--- config.mk ---
export PLATFORM = sky130hd
export DESIGN_NAME = quadrature_decoder_flat
export DESIGN_NICKNAME = d
export VERILOG_FILES = /design/src/rtl/quadrature_decoder_pkg.sv /design/src/rtl/quadrature_decoder_if.sv /design/src/rtl/quadrature_decoder_input_filter.sv /design/src/rtl/quadrature_decoder.sv /design/src/flat_wrapper.sv
export SDC_FILE = /design/constraint.sdc
export NUM_CORES = 1
export LEC_CHECK = 0
export BUFFER_PORTS_ARGS = -buffer_cell sky130_fd_sc_hd__buf_2
export CORE_MARGIN = 4
export CORE_UTILIZATION = 53
export CTS_CLUSTER_DIAMETER = 30
export DETAILED_ROUTE_END_ITERATION = 8
export HOLD_SLACK_MARGIN = 0.08
export PLACE_DENSITY = 0.74
export SLEW_MARGIN = 20
export SYNTH_ARGS = -nofsm -noshare
export SYNTH_HDL_FRONTEND = slang
export SYNTH_SLANG_ARGS = --single-unit
--- constraint.sdc ---
create_clock -name clk -period 1.4 [get_ports clk]
set_input_delay 0.14 -clock clk [delete_from_list [all_inputs] [get_ports clk]]
set_output_delay 0.14 -clock clk [all_outputs]
set_load 0.01 [all_outputs]
--- src/rtl/quadrature_decoder_pkg.sv ---
// Shared types and helpers for the quadrature decoder.
// Holds the AB state type, the four Gray-code states and the step classifier.
package qdec_pkg;

    typedef logic [1:0] ab_t;

    // AB states written as {A, B}
    localparam ab_t AB_00 = 2'b00;
    localparam ab_t AB_10 = 2'b10;
    localparam ab_t AB_11 = 2'b11;
    localparam ab_t AB_01 = 2'b01;

    typedef enum logic [1:0] {
        STEP_NONE,
        STEP_UP,
        STEP_DOWN,
        STEP_ERR
    } step_t;

    // Successor of a state in the forward sequence 00 -> 10 -> 11 -> 01 -> 00
    function automatic ab_t next_fwd(input ab_t state);
        ab_t result;
        case (state)
            AB_00:   result = AB_10;
            AB_10:   result = AB_11;
            AB_11:   result = AB_01;
            default: result = AB_00;
        endcase
        return result;
    endfunction

    // Classifies a transition; both bits changing at once is an error
    function automatic step_t classify(input ab_t prev, input ab_t cur);
        step_t result;
        if (cur == prev) begin
            result = STEP_NONE;
        end else if (cur == next_fwd(prev)) begin
            result = STEP_UP;
        end else if (prev == next_fwd(cur)) begin
            result = STEP_DOWN;
        end else begin
            result = STEP_ERR;
        end
        return result;
    endfunction

endpackage

--- src/rtl/quadrature_decoder_if.sv ---
// Counter-side bus of the quadrature decoder.
// The decoder drives it through the master modport; the up/down counter
// listens through the slave modport.
interface quadrature_decoder_if #(
    parameter int N = 4
);
    logic         enable;
    logic         upCount;
    logic         load;
    logic [N-1:0] loadValue;
    logic         errorTick;

    modport master (
        output enable,
        output upCount,
        output load,
        output loadValue,
        output errorTick
    );

    modport slave (
        input enable,
        input upCount,
        input load,
        input loadValue,
        input errorTick
    );
endinterface

--- src/rtl/quadrature_decoder_input_filter.sv ---
// Synchroniser plus persistence filter for one asynchronous encoder input.
// A new level is accepted only after it has been seen for FILTER_LEN
// consecutive synchronised cycles.
module input_filter #(
    parameter int SYNC_STAGES = 2,
    parameter int FILTER_LEN  = 4
) (
    input  logic clk,
    input  logic reset,
    input  logic async_in,
    output logic filt_out
);

    localparam int CNT_W = $clog2(FILTER_LEN + 1);

    logic [SYNC_STAGES-1:0] sync_chain;
    logic [CNT_W-1:0]       hold_count;
    logic                   synced;

    assign synced = sync_chain[SYNC_STAGES-1];

    // Shift the raw input through the metastability chain
    always_ff @(posedge clk) begin
        if (reset) begin
            sync_chain <= '0;
        end else begin
            sync_chain <= {sync_chain[SYNC_STAGES-2:0], async_in};
        end
    end

    // Count consecutive disagreeing cycles and accept the level on the last one
    always_ff @(posedge clk) begin
        if (reset) begin
            hold_count <= '0;
            filt_out   <= 1'b0;
        end else if (synced == filt_out) begin
            hold_count <= '0;
        end else if (hold_count == CNT_W'(FILTER_LEN - 1)) begin
            hold_count <= '0;
            filt_out   <= synced;
        end else begin
            hold_count <= hold_count + CNT_W'(1);
        end
    end

endmodule

--- src/rtl/quadrature_decoder.sv ---
// Quadrature encoder front end for the generic up/down counter.
// Filters chA/chB/index, decodes direction, flags illegal AB jumps and
// issues index reloads. Build with QDEC_X4_EN for x4 decoding; without it
// only the 01<->00 edge counts (x1 decoding).
module quadrature_decoder
    import qdec_pkg::*;
#(
    parameter int N           = 4,
    parameter int SYNC_STAGES = 2,
    parameter int FILTER_LEN  = 4,
    parameter int INDEX_VALUE = 0
) (
    input  logic                    clk,
    input  logic                    reset,
    input  logic                    chA,
    input  logic                    chB,
    input  logic                    index,
    quadrature_decoder_if.master    bus
);

    logic  filt_a;
    logic  filt_b;
    logic  filt_idx;
    ab_t   cur_ab;
    ab_t   prev_ab;
    logic  primed;
    logic  idx_prev;
    step_t step_raw;
    step_t step_counted;
    logic  next_enable;
    logic  next_up;
    logic  next_load;
    logic  next_error;

    input_filter #(.SYNC_STAGES(SYNC_STAGES), .FILTER_LEN(FILTER_LEN)) u_filt_a (
        .clk(clk), .reset(reset), .async_in(chA), .filt_out(filt_a)
    );

    input_filter #(.SYNC_STAGES(SYNC_STAGES), .FILTER_LEN(FILTER_LEN)) u_filt_b (
        .clk(clk), .reset(reset), .async_in(chB), .filt_out(filt_b)
    );

    input_filter #(.SYNC_STAGES(SYNC_STAGES), .FILTER_LEN(FILTER_LEN)) u_filt_idx (
        .clk(clk), .reset(reset), .async_in(index), .filt_out(filt_idx)
    );

    assign cur_ab        = {filt_a, filt_b};
    assign bus.loadValue = N'(INDEX_VALUE);

    // Decode the filtered AB change and index edge into next-cycle strobes
    always_comb begin
        step_raw     = STEP_NONE;
        step_counted = STEP_NONE;
        next_enable  = 1'b0;
        next_up      = 1'b0;
        next_load    = filt_idx & ~idx_prev;
        if (primed && (cur_ab != prev_ab)) begin
            step_raw = classify(prev_ab, cur_ab);
        end
`ifdef QDEC_X4_EN
        step_counted = step_raw;
`else
        if ((step_raw == STEP_UP) && (prev_ab == AB_01) && (cur_ab == AB_00)) begin
            step_counted = STEP_UP;
        end else if ((step_raw == STEP_DOWN) && (prev_ab == AB_00) && (cur_ab == AB_01)) begin
            step_counted = STEP_DOWN;
        end
`endif
        next_error = (step_raw == STEP_ERR);
        if (!next_load) begin
            next_enable = (step_counted == STEP_UP) || (step_counted == STEP_DOWN);
            next_up     = (step_counted == STEP_UP);
        end
    end

    // Track the last decoded AB state, the primed flag and the index level
    always_ff @(posedge clk) begin
        if (reset) begin
            prev_ab  <= AB_00;
            primed   <= 1'b0;
            idx_prev <= 1'b0;
        end else begin
            idx_prev <= filt_idx;
            if (cur_ab != prev_ab) begin
                prev_ab <= cur_ab;
                primed  <= 1'b1;
            end
        end
    end

    // Register the one-cycle strobes toward the counter
    always_ff @(posedge clk) begin
        if (reset) begin
            bus.enable    <= 1'b0;
            bus.upCount   <= 1'b0;
            bus.load      <= 1'b0;
            bus.errorTick <= 1'b0;
        end else begin
            bus.enable    <= next_enable;
            bus.upCount   <= next_up;
            bus.load      <= next_load;
            bus.errorTick <= next_error;
        end
    end

endmodule

--- src/flat_wrapper.sv ---
// flat-port wrapper written by rule: the top's interface ports become plain ports
module quadrature_decoder_flat import qdec_pkg::*;
#(
    parameter int N           = 4,
    parameter int SYNC_STAGES = 2,
    parameter int FILTER_LEN  = 4,
    parameter int INDEX_VALUE = 0
)
  (clk, reset, chA, chB, index, bus_enable, bus_upCount, bus_load, bus_loadValue, bus_errorTick);
  quadrature_decoder_if #(.N(N)) bus_i ();
  input  logic clk;
  input  logic reset;
  input  logic chA;
  input  logic chB;
  input  logic index;
  output wire logic [$bits(bus_i.enable)-1:0] bus_enable;
  output wire logic [$bits(bus_i.upCount)-1:0] bus_upCount;
  output wire logic [$bits(bus_i.load)-1:0] bus_load;
  output wire logic [$bits(bus_i.loadValue)-1:0] bus_loadValue;
  output wire logic [$bits(bus_i.errorTick)-1:0] bus_errorTick;
  assign bus_enable = bus_i.enable;
  assign bus_upCount = bus_i.upCount;
  assign bus_load = bus_i.load;
  assign bus_loadValue = bus_i.loadValue;
  assign bus_errorTick = bus_i.errorTick;
  quadrature_decoder #(.N(N), .SYNC_STAGES(SYNC_STAGES), .FILTER_LEN(FILTER_LEN), .INDEX_VALUE(INDEX_VALUE)) u_core (.clk(clk), .reset(reset), .chA(chA), .chB(chB), .index(index), .bus(bus_i));
endmodule
; ---- Word level (Yosys, flattened, before mapping)
; Index checks and enable logic that the tools add are counted.
; Widths: inputs -> output; s select.
[word_totals]
reg_bits = 26
[classes]
bitwise = 5
eq_ne = 21
n_addsub = 3
n_reduce_logical = 15
muxes = 13
[ops]
columns = cell, n
row1 = $mux 2, 10
row2 = $eq 2x2->1 const B, 7
row3 = $pmux 2 s3, 2
row4 = $add 3x1->3 const B, 3
row5 = $eq 3x2->1 const B, 3
row6 = $reduce_or 3->1, 3
row7 = $eq 2x1->1 const B, 4
row8 = $eq 2x2->1, 3
row9 = $reduce_and 2->1, 3
row10 = $logic_and 1x1->1, 5
row11 = $logic_not 2->1, 2
row12 = $not 1->1, 4
row13 = $eq 1x1->1, 3
row14 = $ne 2x2->1, 1
row15 = $reduce_or 2->1, 1
row16 = $and 1x1->1, 1
row17 = $logic_or 1x1->1, 1
row18 = $mux 1, 1

; ---- Logic depth before layout (Yosys ltp)
; Gate-level depths: netlist of the first run.
[depth]
ltp_word = 20
depth_mapped = 4
depth_no_buf = 4

; ---- Cells and area by module
; From an unflattened synthesis of the first run, not the netlist that was laid out.
[hier_totals]
hier_cells = 77
area_unflattened_um2 = 927.1
[by_module_without_submodules]
columns = mod, seq_area_each_um2, cells_each, instances, area_per_inst_um2
row1 = input_filter, 120.1, 17, 3, 211.5
row2 = quadrature_decoder, 160.2, 26, 1, 292.8

; ---- Worst setup path before layout of the first run
; OpenSTA, ideal clock, no wires.
[synth_timing]
kind = reg-to-reg
startpoint = reg u_core.u_filt_a.filt_out
endpoint = reg u_core.bus.upCount
stages_incl_launch_ff = 3
path_buffers = 0
setup_time_ns = 0.087
t_arrival_ns = 1.060
setup_slack_ns = 0.253
synth_period_minus_slack_ns = 1.147
t_required_ns = 1.313
cell_sequence = dfxtp_1 or4b_4 nor4b_2
[synth_via]
elab_chain_len = 16
[synth_rtl]
columns = element, line
row1 = start: declaration, quadrature_decoder_input_filter.sv:11  ; output logic filt_out
row2 = start signal: assignment, quadrature_decoder_input_filter.sv:40  ; filt_out <= synced;
row3 = $eq 2x2->1 / $logic_not 2->1 (equally long branches), "quadrature_decoder_pkg.sv:23, quadrature_decoder.sv:63"
row4 = $pmux 2 s3, quadrature_decoder_pkg.sv:23  ; case (state)
row5 = $mux 2, quadrature_decoder_pkg.sv:37  ; end else if (cur == next_fwd(prev)) begin
row6 = $mux 2, quadrature_decoder_pkg.sv:35  ; if (cur == prev) begin
row7 = $mux 2, quadrature_decoder.sv:57  ; if (primed && (cur_ab != prev_ab)) begin
row8 = $eq 2x2->1, quadrature_decoder_pkg.sv:39  ; end else if (prev == next_fwd(cur)) begin
row9 = $mux 1, quadrature_decoder_pkg.sv:39
row10 = $mux 2, quadrature_decoder_pkg.sv:37
row11 = $mux 2, quadrature_decoder_pkg.sv:35
row12 = $mux 2, quadrature_decoder.sv:57
row13 = $eq 2x2->1, quadrature_decoder.sv:65  ; end else if ((step_raw == STEP_DOWN) && (prev_ab == AB_00) && (cur_ab == AB_01)) begin
row14 = $logic_and 1x1->1 (2 in series), quadrature_decoder.sv:65
row15 = $mux 2, quadrature_decoder.sv:65
row16 = $mux 2 *, quadrature_decoder.sv:63  ; if ((step_raw == STEP_UP) && (prev_ab == AB_01) && (cur_ab == AB_00)) begin
row17 = $eq 2x1->1 *, quadrature_decoder.sv:72  ; next_up = (step_counted == STEP_UP);
row18 = end signal: assignment, quadrature_decoder.sv:100  ; bus.upCount <= next_up;
row19 = end: declaration, quadrature_decoder_if.sv:15  ; output upCount,
; Every way passes the cells marked *; elsewhere a longest branch is shown, timed or not. The select of a mux whose other input is x is not followed.
; A chain may end at the register's enable or synchronous reset.

; ---- Final worst setup path of the first run
; Ends and elaborated chain as after synthesis.

==> results of run 1 <==
-- per-layer routing --
metal  global-route usage, %  vias to the layer above
met4                    8.29                        0
li1                        -                      289
met5                       0                        -
met1                    13.6                      245
met3                    2.71                        4
met2                    16.5                       14
-- layout make-up --
class	count	area (um2)
flip-flops and latches	26	520
inverters	4	15.0
well taps	16	20.0
fillers	132	564
multi-input cells	46	357
clock buffers	3	22.5
repair buffers	12	77.6
-- how the worst max path moves through the flow --
stage,cells after the start,slack (ns),endpoint
2_1_floorplan,2,0.25,u_core.bus.upCount
3_3_place_gp,2,0.24,u_core.bus.upCount
3_5_place_dp,2,0.21,u_core.bus.upCount
4_1_cts,2,0.18,u_core.bus.upCount
5_1_grt,2,0.11,u_core.bus.upCount
6_report,2,0.19,u_core.bus.upCount
-- cells by family (layout without fill, tap and decap cells) --
group,after synthesis,count (layout),share of synthesized area (%)
DFF,26,26,56.7
AOI/OAI and AO/OA,1,1,0.682
other,1,4,0.408
buffers and inverters,10,19,5.72
xor gates and xnor gates,5,5,4.77
adders and majority gates,6,6,8.17
and+or+nand+nor,27,27,20.3
muxes,3,3,3.27
-- tightest hold or removal path, cell delays in order --
cell and delay (ns):
buf_2 0.09, or4b_4 0.12, nor4b_2 0.04
-- registers in the layout, summed over array words and instances (netlist names), 2 cells and up --
| signal | count |
|---|---|
| u_core.prev_ab | 2 |
| u_core.u_filt_a.hold_count | 3 |
| u_core.u_filt_a.sync_chain | 2 |
| u_core.u_filt_b.hold_count | 3 |
| u_core.u_filt_b.sync_chain | 2 |
| u_core.u_filt_idx.hold_count | 3 |
| u_core.u_filt_idx.sync_chain | 2 |
-- per-stage QoR --
stage,std cells,hold slack (ns)
3_5_place_dp,101,0.352
2_1_floorplan,82,0.212
6_report,107,0.119
4_1_cts,107,0.110
3_3_place_gp,101,0.347
5_1_grt,107,0.112
-- cell usage in the layout, fill, tap and decap left out --
cell type	netlist	routed
buf_2	0	8
inv_1	4	4
nor2b_1	10	10
dfxtp_1	26	26
nor4b_2	1	1
mux2i_1	3	3
nor4_1	7	7
buf_4	4	1
ha_1	6	6
nor4b_1	3	3
nor3_1	1	1
xnor2_1	5	5
clkbuf_4	0	3
nor2_1	3	3
a31oi_1	1	1
nor2b_2	1	1
or4b_4	1	1
dlygate4sd3_1	0	3
conb_1	1	4
-- cells in the mapped netlist (all sizes together) --
| library cell | n |
|---|---|
| buf | 4 |
| dfxtp | 26 |
| nor3 | 1 |
| ha | 6 |
| clkbuf | 2 |
| a31oi | 1 |
| xnor2 | 5 |
| inv | 4 |
| conb | 1 |
| nor4 | 7 |
| nor2b | 11 |
| mux2i | 3 |
| nor2 | 3 |
| nor4b | 4 |
| or4b | 1 |
-- power by group through the flow --
stage                     combinational, W  sequential [W]  clock, W
after floorplan                  0.0000323        0.000770         0
after global placement           0.0000344        0.000771         0
after detailed placement         0.0000354        0.000771         0
after CTS                        0.0000419        0.000755  0.000303
after global routing             0.0000472        0.000757  0.000334
final                            0.0000418        0.000755  0.000290
==> metrics.yaml, run 1 <==
global_route:
  grt_max_degree: 24
  antenna_found_initial: 0
  grt_pass1_vias: 500
  grt_pass1_wl_um: 2080
  grt.overflow.total: 0
  grt_usage_pct: 11.1
timing:
  setup_viol: 0
  fin_crit_ns: 1.21
  timing.final.hold_violations: 0
  fin_crit_sh_pct: 86.5
  clock_skew_ns: 0.00113
  report.final.slew_viol_count: 0
  tns_ns: 0
  fin_ws_ns: 0.189
  fmax_mhz: 826
  rsz0062_at_grt: "false"
layout:
  syn_to_final_growth_pct: 10.2
  postLayoutCoreUtil_pct: 64.2
  drive_gt1_share_pct: 16.5
  antennaDiodeCount: 0
  nets: 104
  fin_area_um2: 1010
logic_synthesis:
  ys_seq_elements: 26
  synth_cell_types: 17
  syn_area_um2: 918
  netlist_top_cells_area: "dfxtp_1 57%, ha_1 8.2%, nor2b_1 6.8%, nor4_1 4.8%, xnor2_1 4.8%"
  syn_area_per_cell_um2: 11.6
  yosys_warnings: 0
  synthCells: 79
  yosys.area.top_type: "dfxtp_1"
  synth.yosys.seq_area_share_pct: 56.7
  yosysTopAreaCellShare_pct: 56.7
setup_path:
  cp_slowest_cell: "or4b_4"
  r2r_start: "u_core.u_filt_a.filt_out"
  critPathCaptureType: "flop"
  crit_buf_inv: 0
  cpPeakStageDelay_ns: 0.56
  r2r_setup_slack_ns: 0.19
  crit_type: "flop to flop"
  crit_family: "simple AND/OR/NAND/NOR gates"
  crit_path_start_kind: "flop"
  arrival_ns: 1.44
  r2r-end: "u_core.bus.upCount"
  required_ns: 1.63
  cp-startpoint: "u_core.u_filt_a.filt_out"
  cp_max_fo: 5
  r2r_cells: 2
  worstPathCellList: "or4b_4 > nor4b_2"
power:
  power_frac_comb_pct: 3.9
  seq_power_share_pct: 69.5
  p_sw_share_pct: 19.9
  p_leak_nw: 0.399
  power.density_nw_per_um2: 1070
  p_clk_share_pct: 26.7
  irDropWorstVdd_uv: 710
  switchingPower_w: 0.000216
  p_int_w: 0.000870
  power_w: 0.00109
routing:
  wl_met1_um: 566
  dr.pass1.iters: 4
  ant_nets: 0
  num_vias: 552
  wire_per_inst_um: 11.2
  dr_wl_met2_um: 545
  vias_per_cell: 5.16
  wl_met3_um: 49
  drc: 0
  top_layer: "met4"
  first_iter_violations: 1
  wl_um: 1200
floorplan:
  rows: 14
  dieArea_um2: 2460
  die-height_um: 49.6
  start_util_pct: 58.3
  ioPinCount: 13
  core_area_um2: 1580
  die_w_um: 49.6
clock_network:
  clkTransAtPathRegs_ns: 0.12
  h-tree-depth: 1
  clkLatencyLatePin_ns: 0.30
  ctsLongestPathBuffers: 2
  cts-resized-gates: 0
  hold_buffers: 3
  cts_root_buf: "clkbuf_4"
  clock_sinks: 26
  post_cts_buffers: 0
  cts_buffers: 3
  tritoncts: "done"
run:
  drv_cap: 0
status:
  status: "completed"
placed_design:
  gp_congestion: 0.638
  portBuffers: 8
  dpl_cell_area_um2: 960
  dp_hpwl_um: 862
  place_ws_ns: 0.208
worst_hold_path:
  hp-class: "input port to flop"
  whs_path_depth: 3
  min_to: "u_core.bus.upCount"
  hold_start: "reset"
Power figures use the tool's default switching activity.
==> run 2, diff against run 1 <==
--- a/config.mk
+++ b/config.mk
@@ -6,12 +6,14 @@
 export NUM_CORES = 1
 export LEC_CHECK = 0
 export BUFFER_PORTS_ARGS = -buffer_cell sky130_fd_sc_hd__buf_2
+export CELL_PAD_IN_SITES_DETAIL_PLACEMENT = 0
+export CELL_PAD_IN_SITES_GLOBAL_PLACEMENT = 1
 export CORE_MARGIN = 4
-export CORE_UTILIZATION = 53
+export CORE_UTILIZATION = 25
 export CTS_CLUSTER_DIAMETER = 30
 export DETAILED_ROUTE_END_ITERATION = 8
 export HOLD_SLACK_MARGIN = 0.08
-export PLACE_DENSITY = 0.74
+export PLACE_DENSITY = 0.48
 export SLEW_MARGIN = 20
 export SYNTH_ARGS = -nofsm -noshare
 export SYNTH_HDL_FRONTEND = slang
==> metrics.yaml, run 2 (same netlist as run 1, synthesis figures left out) <==
global_route:
  grt_max_degree: 24
  antenna_found_initial: 0
  grt_pass1_wl_um: 2440
  grt_pass1_vias: 554
  grt_usage_pct: 7.21
  grt.overflow.total: 0
layout:
  largest_registers: "u_core.u_filt_a.hold_count: 3 flops, u_core.u_filt_b.hold_count: 3 flops, u_core.u_filt_idx.hold_count: 3 flops"
  layout_commonest_cell: "dfxtp_1"
  seqCellArea_um2: 520
  antennaDiodeCount: 0
  nets: 102
  syn_to_final_growth_pct: 17.4
  mostFrequentLayoutCells: "26 x dfxtp_1, 10 x nor2b_1, 8 x buf_2"
  multiInputGateArea_um2: 357
  n_fill_cell: 357
  drive_gt1_share_pct: 17.8
clock_network:
  cts_root_buf: "clkbuf_8"
  post_cts_buffers: 0
  tritoncts: "done"
  ctsLongestPathBuffers: 2
  clock_sinks: 26
  clkLatencyLatePin_ns: 0.26
  cts_buffers: 3
  clkTransAtPathRegs_ns: 0.09
  h-tree-depth: 1
  hold_buffers: 1
  cts-resized-gates: 0
routing:
  dr_wl_met2_um: 588
  wire_per_inst_um: 9.52
  ant_nets: 0
  wl_um: 1300
  wl_met1_um: 616
  num_vias: 527
  vias_per_cell: 3.88
  top_layer: "met4"
  dr.pass1.iters: 2
  drc: 0
  first_iter_violations: 21
  wl_met3_um: 68
timing:
  fmax_mhz: 818
  fin_crit_ns: 1.22
  fin_ws_ns: 0.178
  fin_crit_sh_pct: 87.3
  rsz0062_at_grt: "false"
  whs_ns: 0.0919
  report.final.slew_viol_count: 0
  tns_ns: 0
  setup_viol: 0
  timing.final.hold_violations: 0
  clock_skew_ns: 0.00641
floorplan:
  start_util_pct: 26.7
  dieArea_um2: 4710
  die_w_um: 68.6
  ioPinCount: 13
  die-height_um: 68.6
  core_area_um2: 3440
  rows: 21
placed_design:
  dp_hpwl_um: 977
  portBuffers: 8
  gp_congestion: 0.682
  place_ws_ns: 0.198
setup_path:
  crit_path_start_kind: "flop"
  required_ns: 1.58
  r2r-end: "u_core.bus.upCount"
  r2r_setup_slack_ns: 0.18
  crit_type: "flop to flop"
  critPathCaptureType: "flop"
  cp_max_fo: 5
  arrival_ns: 1.40
  r2r_start: "u_core.u_filt_a.filt_out"
  r2r_cells: 2
worst_hold_path:
  min_to: "u_core.u_filt_idx.sync_chain[0]"
  hold_start: "index"
  hp-class: "input port to flop"
  whs_path_depth: 2
power:
  power.density_nw_per_um2: 1290
  p_leak_nw: 0.412
  irDropWorstVdd_uv: 357
run:
  drv_cap: 0
status:
  status: "completed"
==> run 2: cell type report <==
| type | count | share of cell area (%) |
|---|---|---|
| clock inverters | 1 | 2.78 |
| repair buffers | 10 | 5.34 |
| multi-input cells | 46 | 33.1 |
| clock buffers | 3 | 3.83 |
| well taps | 46 | 5.34 |
| inverters | 4 | 1.39 |
| flip-flops and latches | 26 | 48.3 |
==> run 2: report_power, final <==
| group | switching [W] | total, W | internal (W) |
|---|---|---|---|
| clock | 0.000223 | 0.000605 | 0.000382 |
| combinational | 0.0000218 | 0.0000379 | 0.0000160 |
| sequential | 0.00000419 | 0.000754 | 0.000749 |
==> run 2: worst max path at each step <==
stage | from | depth (start not counted) | slack, ns | end
after global routing | u_core.u_filt_idx.hold_count[0] | 3 | 0.04 | u_core.u_filt_idx.hold_count[1]
after CTS | u_core.u_filt_a.filt_out | 2 | 0.17 | u_core.bus.upCount
after detailed placement | u_core.u_filt_a.filt_out | 2 | 0.20 | u_core.bus.upCount
after floorplan | u_core.u_filt_a.filt_out | 2 | 0.25 | u_core.bus.upCount
final | u_core.u_filt_a.filt_out | 2 | 0.18 | u_core.bus.upCount
after global placement | u_core.u_filt_a.filt_out | 2 | 0.23 | u_core.bus.upCount
==> run 2: critical path, cell delays in order (launching register included) <==
cell     delay (ns)
dfxtp_1        0.37
or4b_4         0.56
nor4b_2        0.21
==> run 2: per-layer routing <==
| layer | GRT usage [%] | up-vias |
|---|---|---|
| met1 | 8.77 | 236 |
| met4 | 5.21 | 0 |
| met5 | 0 | - |
| li1 | - | 281 |
| met3 | 2.43 | 2 |
| met2 | 10.5 | 8 |
==> run 2: metrics by stage <==
step                util [%]  cell area, um2  cells  total power, W
detailed placement      29.0             997    131        0.000808
global placement        29.0             997    131        0.000808
floorplan                  -             930     82        0.000803
CTS                     31.3            1080    136         0.00142
finish                  31.3            1080    136         0.00140
global route            31.3            1080    136         0.00147
